**src/rtl/can_pkg.sv**
```systemverilog
// Shared CAN definitions for the standard-frame
// filter datapath and the multi-filter banks built on it.
package can_pkg;

  localparam int CAN_STD_ID_W = 11;

  typedef logic [CAN_STD_ID_W-1:0] can_std_id_t;

  localparam can_std_id_t CAN_ACCEPT_ALL_MASK = '0;
  localparam can_std_id_t CAN_EXACT_MASK      = '1;

endpackage

```
**src/rtl/can_filter_if.sv**
```systemverilog
// Bundle between receiver, filter and gateway:
// identifier strobe, filter setup and accepted output.
interface can_filter_if
  import can_pkg::*;
#(
  parameter int ID_W = CAN_STD_ID_W
) ();

  logic [ID_W-1:0] id_in;
  logic            id_valid_in;
  logic [ID_W-1:0] accept_code;
  logic [ID_W-1:0] accept_mask;
  logic            id_valid_out;
  logic [ID_W-1:0] id_out;

  modport master (
    output id_in,
    output id_valid_in,
    output accept_code,
    output accept_mask,
    input  id_valid_out,
    input  id_out
  );

  modport slave (
    input  id_in,
    input  id_valid_in,
    input  accept_code,
    input  accept_mask,
    output id_valid_out,
    output id_out
  );

endinterface

```
**src/rtl/can_id_match.sv**
```systemverilog
// Combinational code/mask identifier comparator.
// A mask bit of 1 forces that id bit to equal the code.
module can_id_match #(
  parameter int W = 11
) (
  input  logic [W-1:0] id,
  input  logic [W-1:0] code,
  input  logic [W-1:0] mask,
  output logic         match
);

  assign match = ~|((id ^ code) & mask);

endmodule

```
**src/rtl/can_filter.sv**
```systemverilog
// Single-stage acceptance filter: accepted ids
// appear one clock later, rejected ids are dropped.
module can_filter
  import can_pkg::*;
#(
  parameter int ID_W = CAN_STD_ID_W
) (
  input  logic         clk,
  input  logic         rst,
  can_filter_if.slave  bus
);

  logic            match;
  logic            accept;
  logic            valid_d;
  logic            valid_q;
  logic [ID_W-1:0] id_d;
  logic [ID_W-1:0] id_q;

  can_id_match #(
    .W (ID_W)
  ) u_match (
    .id    (bus.id_in),
    .code  (bus.accept_code),
    .mask  (bus.accept_mask),
    .match (match)
  );

  assign accept = bus.id_valid_in & match;

  // id_out keeps the last accepted id across rejects
  always_comb begin
    valid_d = accept;
    id_d    = id_q;
    if (accept) begin
      id_d = bus.id_in;
    end
  end

  always_ff @(posedge clk or posedge rst) begin
    if (rst) begin
      valid_q <= 1'b0;
      id_q    <= '0;
    end else begin
      valid_q <= valid_d;
      id_q    <= id_d;
    end
  end

  assign bus.id_valid_out = valid_q;
  assign bus.id_out       = id_q;

endmodule

```
**src/flat_wrapper.sv**
```systemverilog
// flat-port wrapper written by rule: the top's interface ports become plain ports
module can_filter_flat import can_pkg::*;
#(
  parameter int ID_W = CAN_STD_ID_W
)
  (clk, rst, bus_id_in, bus_id_valid_in, bus_accept_code, bus_accept_mask, bus_id_valid_out, bus_id_out);
  can_filter_if #(.ID_W(ID_W)) bus_i ();
  input  logic clk;
  input  logic rst;
  input wire logic [$bits(bus_i.id_in)-1:0] bus_id_in;
  input wire logic [$bits(bus_i.id_valid_in)-1:0] bus_id_valid_in;
  input wire logic [$bits(bus_i.accept_code)-1:0] bus_accept_code;
  input wire logic [$bits(bus_i.accept_mask)-1:0] bus_accept_mask;
  output wire logic [$bits(bus_i.id_valid_out)-1:0] bus_id_valid_out;
  output wire logic [$bits(bus_i.id_out)-1:0] bus_id_out;
  assign bus_i.id_in = bus_id_in;
  assign bus_i.id_valid_in = bus_id_valid_in;
  assign bus_i.accept_code = bus_accept_code;
  assign bus_i.accept_mask = bus_accept_mask;
  assign bus_id_valid_out = bus_i.id_valid_out;
  assign bus_id_out = bus_i.id_out;
  can_filter #(.ID_W(ID_W)) u_core (.clk(clk), .rst(rst), .bus(bus_i));
endmodule
```
**config.mk**
```make
export PLATFORM = sky130hd
export DESIGN_NAME = can_filter_flat
export DESIGN_NICKNAME = d
export VERILOG_FILES = /design/src/rtl/can_pkg.sv /design/src/rtl/can_filter_if.sv /design/src/rtl/can_id_match.sv /design/src/rtl/can_filter.sv /design/src/flat_wrapper.sv
export SDC_FILE = /design/constraint.sdc
export NUM_CORES = 1
export LEC_CHECK = 0
export ABC_AREA = 1
export BUFFER_PORTS_ARGS = -buffer_cell sky130_fd_sc_hd__buf_2
export CAP_MARGIN = 20
export CORE_ASPECT_RATIO = 0.8
export CORE_MARGIN = 5
export CORE_UTILIZATION = 37
export DETAILED_ROUTE_END_ITERATION = 8
export PLACE_DENSITY = 0.74
export SLEW_MARGIN = 20
export SYNTH_ARGS = -nofsm -noshare
export SYNTH_HDL_FRONTEND = slang
export SYNTH_SLANG_ARGS = --single-unit
```
**constraint.sdc**
```tcl
create_clock -name clk -period 0.8 [get_ports clk]
set_input_delay 0.04 -clock clk [delete_from_list [all_inputs] [get_ports clk]]
set_output_delay 0.04 -clock clk [all_outputs]
set_load 0.005 [all_outputs]
```
== Word-level counts from Yosys, hierarchy flattened ==
Cells that the tools add are included.

* Flip-flop bits (word level): 12
* Latch bits: 0
* Bits in writable memories: 0
* Bits in read-only memories: 0
* Output and inout bits: 12
* Memories kept: 0

* $add $sub $neg: 0
* Multipliers: 0
* Divide/modulo/power cells: 0
* Order comparisons: 0
* Equal/unequal tests: 0
* Shift-type cells: 0
* Multiplexer cells: 0
* Bitwise gates (word level): 3
* Reduce and logical (&&, ||, !) cells: 2

{| class="wikitable"
|+ Operators with widths
! kind !! count
|-
| $and A11 B11 Y11 || 1
|-
| $reduce_or A11 Y1 || 1
|-
| $xor A11 B11 Y11 || 1
|-
| $and A1 B1 Y1 || 1
|-
| $logic_not A1 Y1 || 1
|}

== Depth between registers and ports, before layout ==
Gate-level depths: netlist of run 1.

* Depth after elaboration: 5
* Depth in mapped cells: 9
* Depth with buffers taken out: 8

== By module ==
A second synthesis of run 1 with hierarchy kept.

* Cell total of the unflattened synthesis: 111
* Area total of the unflattened synthesis: 734.5 µm²

{| class="wikitable"
|+ By module, submodules not included
! module !! instances !! cells an instance !! area each (µm²) !! sequential area each (µm²)
|-
| can_filter || 1 || 51 || 475.5 || 300.3
|-
| can_id_match || 1 || 60 || 259.0 || 0.0
|}

== Worst setup path before layout of run 1 ==
No wires, ideal clock.

* Path kind: input port to flip-flop
* From: input bus_accept_code[2]
* To: register u_core.id_q[0] (netlist: u_core.bus.id_out[0])
* Arrival: 0.704 ns
* Data required time: 0.682 ns
* Path slack: -0.022 ns
* Stages: 9
* Buffers on the path: 1
* Cells stage by stage: inv_1 > nand2_1 > nand3_1 > nand2_1 > nor2_2 > nand3_2 > buf_6 > nand2_1 > nand2_1

* Longest elaborated chain between the ends: 5

{| class="wikitable"
|+ RTL lines
! what !! line !! source
|-
| from (decl) || flat_wrapper.sv:12 || <nowiki>input wire logic [$bits(bus_i.accept_code)-1:0] bus_accept_code;</nowiki>
|-
| $xor A11 B11 Y11 || can_id_match.sv:12 || <nowiki>assign match = ~|((id ^ code) & mask);</nowiki>
|-
| $and A11 B11 Y11 || can_id_match.sv:12 ||
|-
| $reduce_or A11 Y1 || can_id_match.sv:12 ||
|-
| $logic_not A1 Y1 || can_id_match.sv:12 ||
|-
| $and A1 B1 Y1 || can_filter.sv:29 || <nowiki>assign accept = bus.id_valid_in & match;</nowiki>
|-
| to (signal assigned) || can_filter.sv:46 || <nowiki>id_q <= id_d;</nowiki>
|-
| to (decl) || can_filter.sv:18 || <nowiki>logic [ID_W-1:0] id_q;</nowiki>
|}

No other way between the ends.
A chain may end at the register's enable or synchronous reset.

== Worst setup path in the final report of run 1 ==
* From: register u_core.id_q[8] (netlist: u_core.bus.id_out[8])
* To: output bus_id_out[8]

{| class="wikitable"
|+ RTL lines
! what !! line !! source
|-
| to (decl) || flat_wrapper.sv:15 || <nowiki>output wire logic [$bits(bus_i.id_out)-1:0] bus_id_out;</nowiki>
|}

No word-level cell between the ends.

==> results of run 1 <==
-- where the power goes --
group | internal, uW | total (uW) | switching [uW]
registers | 768 | 859 | 90.9
logic | 567 | 1080 | 509
clock network | 277 | 532 | 255
-- cells by family (layout without fill, tap and decap cells) --
family / count (synthesis) / count (layout) / share of synthesized area [%]
simple gates: 76 / 77 / 44.7
buf+inv: 28 / 102 / 15.9
flops: 12 / 12 / 39.4
-- routing by layer --
metal | routed length, microns | GRT usage (%) | vias to the layer above
li1 | - | - | 512
met1 | 1130 | 19.0 | 475
met2 | 1580 | 28.8 | 45
met3 | 252 | 3.08 | 12
met4 | 72 | 4.33 | 0
met5 | 0 | 0 | -
-- how the worst max path moves through the flow --
stage                                           from                          endpoint  slack [ns]  cells after the start
floorplan                               bus_id_in[4]  u_core.bus.id_out[0]$_DFFE_PP0P_      -0.004                      9
global placement                        bus_id_in[4]  u_core.bus.id_out[1]$_DFFE_PP0P_       -0.24                      8
detailed placement                     bus_id_in[10]  u_core.bus.id_out[8]$_DFFE_PP0P_       -0.33                      9
CTS                 u_core.bus.id_out[3]$_DFFE_PP0P_                     bus_id_out[3]       -0.04                      1
global route        u_core.bus.id_out[3]$_DFFE_PP0P_                     bus_id_out[3]       -0.09                      1
finish              u_core.bus.id_out[8]$_DFFE_PP0P_                     bus_id_out[8]       -0.07                      1
-- state kept, by name, indices dropped and copies added, names as in the netlist --
| name | count |
|---|---|
| u_core.bus.id_out | 11 |
| u_core.bus.id_valid_out | 1 |
-- cells in the mapped netlist --
cell     number
nand2_1      50
inv_1        24
dfrtp_1      12
nand3_1      11
nand4_1      11
nor2_2        3
buf_4         2
buf_2         1
buf_6         1
nand3_2       1
-- layout make-up --
cell class,instances,area [sq um]
clock buffer,4,36.3
timing repair buffer,74,508
multi-input combinational,77,473
tap,24,30.0
inverter,24,133
sequential,12,300
fill,145,447
-- metrics by stage --
stage | utilization [%] | std cells
3_3_place_gp | 60.8 | 198
5_1_grt | 76.8 | 215
6_report | 76.8 | 215
4_1_cts | 65.9 | 209
2_1_floorplan | - | 116
3_5_place_dp | 60.8 | 198
-- what timing repair did --
item                                   4_1_cts  5_1_grt
pin swaps                                    0       17
resized for setup                            1       59
hold buffers                                 1        0
setup endpoints to repair                   15       23
cloned                                       0        4
endpoints found under the hold margin       12        0
setup buffers                                6        2
==> results by group, run 1 <==
Floorplanning
  – Core box area: around 0.0019 sq mm
  – Row cnt: 14
  – Ports: 48
  – DIE HEIGHT: about 51 microns
  – Die area: just over 0.003 sq mm
  – Initial Utilization: 39.5%
  – Die W: 60.7 microns

GRT
  – Global route overflow: 0
  – First-pass GRT wire length: 3800 microns
  – Largest net degree at the start of global routing: 13
  – Total GRT Usage: approximately 16%
  – Number of global-route vias before repair: 917
  – Initial antenna violation count: 0

Critical path
  – Crit Path Max Fanout: 2
  – Slowest-stage cell, CP: dfrtp_1
  – Flop-to-flop setup slack: about 0.020 ns
  – Crit path DAT: roughly 0.83 ns
  – Worst EP required: about 0.76 ns
  – Crit Path Class: reg2out
  – Reg-to-Reg End: u_core.bus.id_out[8]$_DFFE_PP0P_
  – CP endpoint kind: primary output
  – Worst-path cell chain: buf_2
  – Buf+Inv Stages, Crit Path: 1
  – Reg2reg start: u_core.bus.id_out[8]$_DFFE_PP0P_
  – Startpoint types: flip-flop
  – Worst R2R Path Depth: 3
  – Delay-heaviest family, CP: flip-flops
  – Crit path largest cell delay: 0.41 ns

STA
  – Crit share post-route: 109%
  – Max_slew headroom: 68.3%
  – Worst Clk Skew: 0 ns
  – Setup ws final: -0.0741 ns
  – Worst Tran Pin Value: 0.475 ns
  – Tmin final: 0.874 ns
  – Endpoints failing hold: 0
  – Final setup viols: 12
  – Worst hold slack: roughly 0.11 ns
  – Max Fclk: 1140 MHz
  – RSZ-0062 raised after global routing: true
  – Final Max Slew Viols: 0
  – Final setup TNS: -0.543 ns

Cells and area
  – Area growth syn-to-layout: 94.3%
  – ANT cells: 0
  – Post-route cell area: 0.00148 sq mm
  – Fraction of layout cells with a size suffix above 1: 66.0%
  – Most frequent cells in the layout: buf_2, nand2_1, buf_4, nand2_2, dfrtp_1
  – Commonest non-fill, non-tap cell in the layout: buf_2
  – Final net count: around 230

Synthesis
  – Unique cell type count in the Yosys netlist: 10
  – Synthesized area per cell: about 6.6 sq um
  – Share of the yosys chip area belonging to registers: 39.4%
  – Yosys reg bits: 12
  – Synth top area share: between 30% and 40%
  – Synth area leaders: dfrtp_1, nand2_1, inv_1, nand4_1, nand3_1
  – Cell taking the most area after synthesis: dfrtp_1
  – Mapped cell area: between 700 and 800 sq um
  – Cells after synthesis: between 100 and 150
  – Mapped Nets: between 150 and 200
  – Yosys warns: 0

Worst hold path
  – Hold path endpoint: u_core.bus.id_out[2]$_DFFE_PP0P_
  – Worst hold path cell count: 4
  – HP Class: in2reg
  – Hold Path Origin: bus_id_in[2]

Drt
  – Routed wire per std cell: roughly 14 microns
  – Antenna-violating nets left: 0
  – Routed WL: 3040 microns
  – Routed via count: between 1000 and 1500
  – Remaining DRCs: 0
  – Drt pass-1 iters: 4
  – DR iter-0 viols: 20
  – Vias per cell: 4.86

Clock tree
  – Worst skew pair latency: roughly 0.28 ns
  – Max clock buf depth: 2
  – Clock sinks: 12
  – CTS clk-pin slew, worst paths: roughly 0.090 ns
  – Total CTS buffers: 3
  – TritonCTS clock tree: built
  – Root Driver: clkbuf_4
  – H-Tree Depth: 1

Run status
  – Outcome: finished, violations left
  – Violated checks: setup timing

Pwr
  – LEAKAGE: approximately 0.00088 uW
  – Max VDD drop: 1220 uV
  – Pwr/cell area: between 1500 and 2000 mW/mm^2
  – Final Power: 2470 uW

Place
  – Pre-CTS setup slack: -0.334 ns
  – Placed cell area: ~0.0012 sq mm
  – Dpl hpwl: ~1800 microns
  – Routability-driven placement congestion ratio: 0.695
  – Port Buf Inserts: 47

Run
  – Max Cap Viol: 0
(Power assumes the default switching activity.)
==> run 2: changes to the inputs <==
==> constraint.sdc (replaced) <==
create_clock -name clk -period 0.8 [get_ports clk]
set_input_delay 0.16 -clock clk [delete_from_list [all_inputs] [get_ports clk]]
set_output_delay 0.16 -clock clk [all_outputs]
set_load 0.005 [all_outputs]
==> run 2 against run 1 <==
Compared with the run above:
- the flow still finishes with violations (setup timing)
- highest routed layer unchanged
- global-route usage grew 5.3 points
- largest cell class unchanged
- largest power group unchanged
- combinational power grew 14%
- sequential share of layout area shrank 1.5 points
- cell count grew 0.47%
- critical path depth is the same
- first-iteration DRC count grew to 3.5 times the previous value
- clock skew is the same
- die area is the same
==> results by group, run 2 (same netlist as run 1, synthesis figures left out) <==
Pwr
  – Flop pwr share: 32.8% (was 34.8%)
  – Pwr/cell area: 1650 mW/mm^2 (was 1670 mW/mm^2)
  – Int Power: 1700 uW (was 1610 uW)
  – LEAKAGE: 0.000900 uW (was 0.000875 uW)
  – Sw power: 924 uW (was 855 uW)
  – Combinational fraction of design power: 46.9% (was 43.6%)
  – Sw Share: 35.2% (was 34.6%)
  – Clock share of power: 20.3% (was 21.6%)
  – Max VDD drop: 1280 uV (was 1220 uV)

STA
  – RSZ-0062 raised after global routing: true (unchanged)
  – Worst Tran Pin Value: 0.276 ns (was 0.475 ns)
  – Final setup TNS: -3.16 ns (was -0.543 ns)
  – Setup ws final: -0.207 ns (was -0.0741 ns)
  – Crit share post-route: 126% (was 109%)
  – Final Max Slew Viols: 0 (unchanged)
  – Worst hold slack: 0.209 ns (was 0.111 ns)
  – Tmin final: 1.01 ns (was 0.874 ns)
  – Max Fclk: 993 MHz (was 1140 MHz)
  – Final setup viols: 23 (was 12)
  – Worst Clk Skew: 0 ns (unchanged)
  – Endpoints failing hold: 0 (unchanged)
  – Max_slew headroom: 81.6% (was 68.3%)

Clock tree
  – H-Tree Depth: 1 (unchanged)
  – Clock sinks: 12 (unchanged)
  – Root Driver: clkbuf_4 (unchanged)
  – CTS clk-pin slew, worst paths: 0.08 ns (was 0.09 ns)
  – TritonCTS clock tree: built (unchanged)
  – Total CTS buffers: 3 (unchanged)
  – Max clock buf depth: 2 (unchanged)
  – Worst skew pair latency: 0.30 ns (was 0.28 ns)

Cells and area
  – Max reg flops: 11 (unchanged)
  – Most frequent cells in the layout: buf_2, nand2_1, buf_6, nand2_2, buf_4 (was buf_2, nand2_1, buf_4, nand2_2, dfrtp_1)
  – Final std cells w/o fill: 216 (was 215)
  – Commonest non-fill, non-tap cell in the layout: buf_2 (unchanged)
  – Core Util, Final: 82.8% (was 76.8%)
  – Area growth syn-to-layout: 109% (was 94.3%)
  – Fillers: 120 (was 145)
  – FF+latch area: 300 sq um (unchanged)
  – ANT cells: 0 (unchanged)
  – Final net count: 229 (was 228)
  – Fraction of layout cells with a size suffix above 1: 71.9% (was 66.0%)
  – Area of the multi-input gates: 493 sq um (was 473 sq um)

Floorplanning
  – Core box area: 0.00193 sq mm (unchanged)
  – Ports: 48 (unchanged)
  – Row cnt: 14 (unchanged)
  – Die area: 0.00307 sq mm (unchanged)
  – Initial Utilization: 39.5% (unchanged)
  – DIE HEIGHT: 50.6 microns (unchanged)
  – Die W: 60.7 microns (unchanged)

GRT
  – Largest net degree at the start of global routing: 13 (unchanged)
  – Initial antenna violation count: 0 (unchanged)
  – First-pass GRT wire length: 4820 microns (was 3800 microns)
  – Total GRT Usage: 21.3% (was 16.0%)
  – Number of global-route vias before repair: 1072 (was 917)
  – Global route overflow: 0 (unchanged)

Worst hold path
  – Hold path endpoint: u_core.bus.id_out[8]$_DFFE_PP0P_ (was u_core.bus.id_out[2]$_DFFE_PP0P_)
  – Hold Path Origin: bus_id_in[8] (was bus_id_in[2])
  – HP Class: in2reg (unchanged)
  – Worst hold path cell count: 4 (unchanged)

Critical path
  – Crit Path Max Fanout: 2 (unchanged)
  – Startpoint types: flip-flop (unchanged)
  – Slowest-stage cell, CP: dfrtp_1 (unchanged)
  – Delay-heaviest family, CP: flip-flops (unchanged)
  – Buf+Inv Stages, Crit Path: 1 (unchanged)
  – Crit Path Class: reg2out (unchanged)
  – Crit path DAT: 0.85 ns (was 0.83 ns)
  – Flop-to-flop setup slack: -0.02 ns (was 0.02 ns)
  – CP endpoint kind: primary output (unchanged)
  – Worst R2R Path Depth: 4 (was 3)
  – Reg2reg start: u_core.bus.id_out[5]$_DFFE_PP0P_ (was u_core.bus.id_out[8]$_DFFE_PP0P_)
  – Reg-to-Reg End: u_core.bus.id_out[5]$_DFFE_PP0P_ (was u_core.bus.id_out[8]$_DFFE_PP0P_)
  – Worst-path cell chain: buf_2 (unchanged)
  – Worst EP required: 0.64 ns (was 0.76 ns)
  – Crit path largest cell delay: 0.41 ns (about the same)

Drt
  – Vias per cell: 5.19 (was 4.86)
  – Routed via count: 1121 (was 1044)
  – DR iter-0 viols: 70 (was 20)
  – Routed wire per std cell: 16.2 microns (was 14.1 microns)
  – Remaining DRCs: 0 (unchanged)
  – Routed WL: 3500 microns (was 3040 microns)
  – Drt pass-1 iters: 4 (unchanged)
  – Antenna-violating nets left: 0 (unchanged)

Place
  – Pre-CTS setup slack: -0.466 ns (was -0.334 ns)
  – Port Buf Inserts: 47 (unchanged)
  – Dpl cells: 199 (was 198)
  – Dpl hpwl: 1830 microns (about the same)
  – Routability-driven placement congestion ratio: 0.768 (was 0.695)

Run status
  – Violated checks: setup timing (unchanged)
  – Outcome: finished, violations left (unchanged)

Run
  – Max Cap Viol: 0 (unchanged)
## run 2: cell count changes in the layout (fill, tap and decap cells not counted)
cell        change
buf_8           -1
inv_1           -4
clkinvlp_4      +1
nand3_2         -1
inv_2           +3
nand2_1         -8
nand3_1         +1
nand2_2         +7
buf_2          -11
nand2_4         +1
buf_4           -4
buf_6          +17
## run 2: layer usage
layer  GRT usage, %  part of all wire, %  vias up
met2           37.4                   51       78
li1               -                    -      511
met3           5.13                  8.9       23
met4           10.5                  5.6        0
met1           23.5                   34      509
met5              0                    0        -
## run 2: stage by stage
stage                     cell area, sq um  power [uW]
after CTS                             1520        2340
after global routing                  1600        2740
after detailed placement              1180        1570
after floorplan                        825        1160
after global placement                1180        1540
final                                 1600        2630
## run 2: worst max path at each step
stage | start | end | slack (ns) | depth (start not counted)
floorplan | bus_id_in[4] | u_core.bus.id_out[0]$_DFFE_PP0P_ | -0.12 | 9
global placement | bus_id_in[4] | u_core.bus.id_out[9]$_DFFE_PP0P_ | -0.41 | 8
detailed placement | bus_id_in[3] | u_core.bus.id_out[2]$_DFFE_PP0P_ | -0.47 | 8
CTS | u_core.bus.id_out[8]$_DFFE_PP0P_ | bus_id_out[8] | -0.16 | 1
global route | u_core.bus.id_out[6]$_DFFE_PP0P_ | bus_id_out[6] | -0.22 | 1
finish | u_core.bus.id_out[9]$_DFFE_PP0P_ | bus_id_out[9] | -0.21 | 1
## run 2: power by group through the flow
| stage | clock (uW) | sequential (uW) | combinational [uW] |
|---|---|---|---|
| finish | 534 | 861 | 1230 |
| global route | 559 | 873 | 1310 |
| CTS | 487 | 848 | 1010 |
| detailed placement | 0 | 866 | 709 |
| global placement | 0 | 862 | 676 |
| floorplan | 0 | 876 | 288 |
## run 2: what timing repair did
item                                   CTS  global route
setup endpoints to repair               24            36
hold buffers                             1             0
resized for setup                       58            22
pin swaps                               16            11
gates cloned                             2             0
setup buffers                            7             3
endpoints found under the hold margin   12             0
## run 2: worst register-to-register path, delay by kind of cell, from the launching register on
kind / cells / cell delay [ns]
flops: 1 / 0.38
buf+inv: 2 / 0.25
simple gates: 2 / 0.09
## run 2: final cells by class
cell class                      instances  area share [%]
Clock buffer                            4            2.27
Inverter                               24            8.55
Multi-Input combinational cell         77            30.9
Sequential cell                        12            18.8
Tap cell                               24            1.88
Timing Repair Buffer                   75            37.6
==> run 3: changes to the inputs <==
--- a/config.mk
+++ b/config.mk
@@ -8,11 +8,10 @@
 export ABC_AREA = 1
 export BUFFER_PORTS_ARGS = -buffer_cell sky130_fd_sc_hd__buf_2
 export CAP_MARGIN = 20
-export CORE_ASPECT_RATIO = 0.8
 export CORE_MARGIN = 5
 export CORE_UTILIZATION = 37
 export DETAILED_ROUTE_END_ITERATION = 8
-export PLACE_DENSITY = 0.74
+export PLACE_DENSITY = 0.75
 export SLEW_MARGIN = 20
 export SYNTH_ARGS = -nofsm -noshare
 export SYNTH_HDL_FRONTEND = slang
==> run 3 against run 2 <==
Compared with the run above:
- the run still ends with setup timing left
- maximum frequency increased by 2.3%
- sequential power about the same
- hold slack improved by 0.016 ns
- clock power decreased by 4%
- core utilization decreased by 2.4 points
- routed wire length decreased by 4.9%
- count of clock-buffer cells in the layout unchanged
- highest routed layer unchanged
==> results by group, run 3 (same netlist as run 1, synthesis figures left out) <==
Floorplanning
  – DIE HEIGHT: 55.4 microns (was 50.6 microns)
  – Die W: 55.4 microns (was 60.7 microns)
  – Ports: 48 (unchanged)
  – Core box area: 0.00196 sq mm (was 0.00193 sq mm)
  – Die area: 0.00307 sq mm (about the same)
  – Initial Utilization: 38.8% (was 39.5%)
  – Row cnt: 16 (was 14)

Drt
  – Routed WL: 3330 microns (was 3500 microns)
  – Routed via count: 1083 (was 1121)
  – Remaining DRCs: 0 (unchanged)
  – Drt pass-1 iters: 4 (unchanged)
  – Antenna-violating nets left: 0 (unchanged)
  – DR iter-0 viols: 43 (was 70)
  – Vias per cell: 4.95 (was 5.19)
  – Routed wire per std cell: 15.2 microns (was 16.2 microns)

Pwr
  – Max VDD drop: 966 uV (was 1280 uV)
  – LEAKAGE: 0.000895 uW (was 0.000900 uW)
  – Final Power: 2560 uW (was 2630 uW)
  – Pwr/cell area: 1620 mW/mm^2 (was 1650 mW/mm^2)

STA
  – Tmin final: 0.985 ns (was 1.01 ns)
  – Worst Clk Skew: 0 ns (unchanged)
  – Max_slew headroom: 79.6% (was 81.6%)
  – Worst Tran Pin Value: 0.306 ns (was 0.276 ns)
  – RSZ-0062 raised after global routing: true (unchanged)
  – Final setup viols: 24 (was 23)
  – Final Max Slew Viols: 0 (unchanged)
  – Crit share post-route: 123% (was 126%)
  – Endpoints failing hold: 0 (unchanged)
  – Setup ws final: -0.185 ns (was -0.207 ns)
  – Final setup TNS: -2.68 ns (was -3.16 ns)
  – Max Fclk: 1020 MHz (was 993 MHz)

Place
  – Placed cell area: 0.00117 sq mm (was 0.00118 sq mm)
  – Routability-driven placement congestion ratio: 0.688 (was 0.768)
  – Pre-CTS setup slack: -0.456 ns (was -0.466 ns)
  – Dpl hpwl: 1880 microns (was 1830 microns)
  – Port Buf Inserts: 47 (unchanged)

Clock tree
  – TritonCTS clock tree: built (unchanged)
  – Max clock buf depth: 2 (unchanged)
  – Worst skew pair latency: 0.28 ns (was 0.30 ns)
  – H-Tree Depth: 1 (unchanged)
  – Total CTS buffers: 3 (unchanged)
  – Root Driver: clkbuf_4 (unchanged)
  – Clock sinks: 12 (unchanged)
  – CTS clk-pin slew, worst paths: 0.09 ns (was 0.08 ns)

Run status
  – Violated checks: setup timing (unchanged)
  – Outcome: finished, violations left (unchanged)

Critical path
  – Worst R2R Path Depth: 4 (unchanged)
  – Delay-heaviest family, CP: flip-flops (unchanged)
  – Flop-to-flop setup slack: -0.05 ns (was -0.02 ns)
  – Crit path DAT: 0.82 ns (was 0.85 ns)
  – CP endpoint kind: primary output (unchanged)
  – Crit Path Class: reg2out (unchanged)
  – Crit path largest cell delay: 0.41 ns (about the same)
  – Reg2reg start: u_core.bus.id_out[7]$_DFFE_PP0P_ (was u_core.bus.id_out[5]$_DFFE_PP0P_)
  – Startpoint types: flip-flop (unchanged)
  – Worst-path cell chain: buf_2 (unchanged)
  – Worst EP required: 0.64 ns (about the same)
  – Slowest-stage cell, CP: dfrtp_1 (unchanged)
  – Reg-to-Reg End: u_core.bus.id_out[7]$_DFFE_PP0P_ (was u_core.bus.id_out[5]$_DFFE_PP0P_)
  – Crit Path Max Fanout: 2 (unchanged)
  – Buf+Inv Stages, Crit Path: 1 (unchanged)

Worst hold path
  – HP Class: in2reg (unchanged)
  – Worst hold path cell count: 4 (unchanged)
  – Hold Path Origin: bus_id_in[8] (unchanged)
  – Hold path endpoint: u_core.bus.id_out[8]$_DFFE_PP0P_ (unchanged)

Cells and area
  – FF+latch area: 300 sq um (unchanged)
  – Final net count: 229 (unchanged)
  – Area of the multi-input gates: 483 sq um (was 493 sq um)
  – Fillers: 130 (was 120)
  – Most frequent cells in the layout: nand2_1, buf_2, buf_6, nand2_2, buf_4 (was buf_2, nand2_1, buf_6, nand2_2, buf_4)
  – Commonest non-fill, non-tap cell in the layout: nand2_1 (was buf_2)
  – Core Util, Final: 80.4% (was 82.8%)
  – ANT cells: 0 (unchanged)
  – Area growth syn-to-layout: 107% (was 109%)
  – Post-route cell area: 0.00158 sq mm (was 0.00160 sq mm)
  – Max reg flops: 11 (unchanged)
  – Fraction of layout cells with a size suffix above 1: 70.3% (was 71.9%)

GRT
  – Global route overflow: 0 (unchanged)
  – Largest net degree at the start of global routing: 13 (unchanged)
  – Number of global-route vias before repair: 1121 (was 1072)
  – Total GRT Usage: 19.7% (was 21.3%)
  – First-pass GRT wire length: 4930 microns (was 4820 microns)
  – Initial antenna violation count: 0 (unchanged)

Run
  – Max Cap Viol: 0 (unchanged)
## run 3: changes by cell type in the layout (fill, tap and decap cells not counted)
cell     change
inv_4        -1
nand2_2      -3
nand2_1      +4
nand2_4      -1
buf_2        +1
inv_2        +1
nand3_1      -1
nand3_2      +1
buf_8        -1
## run 3: layout make-up
type / count / area share (%)
inverter: 24 / 8.49
sequential: 12 / 19.0
clock buffer: 4 / 2.30
tap: 27 / 2.14
multi-input combinational: 77 / 30.6
timing repair buffer: 75 / 37.4
## run 3: worst max path at each step
stage / startpoint / to / slack (ns) / cells after the start
final: u_core.bus.id_out[3]$_DFFE_PP0P_ / bus_id_out[3] / -0.18 / 1
after global routing: u_core.bus.id_out[4]$_DFFE_PP0P_ / bus_id_out[4] / -0.22 / 1
after CTS: u_core.bus.id_out[9]$_DFFE_PP0P_ / bus_id_out[9] / -0.15 / 1
after detailed placement: bus_id_in[10] / u_core.bus.id_out[4]$_DFFE_PP0P_ / -0.46 / 9
after global placement: bus_id_in[10] / u_core.bus.id_out[9]$_DFFE_PP0P_ / -0.38 / 9
after floorplan: bus_id_in[4] / u_core.bus.id_out[0]$_DFFE_PP0P_ / -0.12 / 9
## run 3: where the power goes
group	switching, uW	total, uW	internal, uW
Clock	238	515	277
Sequential	95.7	864	768
Combinational	543	1180	635
## run 3: worst register-to-register path, delay by kind of cell (launching register included)
family	cells	cell delay [ns]
buffers and inverters	2	0.25
flip-flops	1	0.39
AND/OR/NAND/NOR	2	0.11
## run 3: what timing repair did
action                                  in CTS  in global routing
endpoints found under the setup margin      24                 35
hold buffers                                 1                  0
hold endpoints to repair                    12                  0
cloned                                       3                  0
setup buffers                                4                  6
gates resized for setup                     62                 11
pin swaps                                   27                 11
## run 3: through the flow
step,std cells,hold WS [ns]
floorplan,116,0.0247
global placement,201,0.168
detailed placement,201,0.183
CTS,213,0.234
global route,219,0.241
finish,219,0.225
## run 3: routing by layer
metal  vias up  wire length [microns]  GRT usage, %
met3        17                    219          3.73
met5         -                      0             0
met2        61                   1780          37.8
met4         0                    146          7.64
met1       493                   1180          20.8
li1        512                      -             -
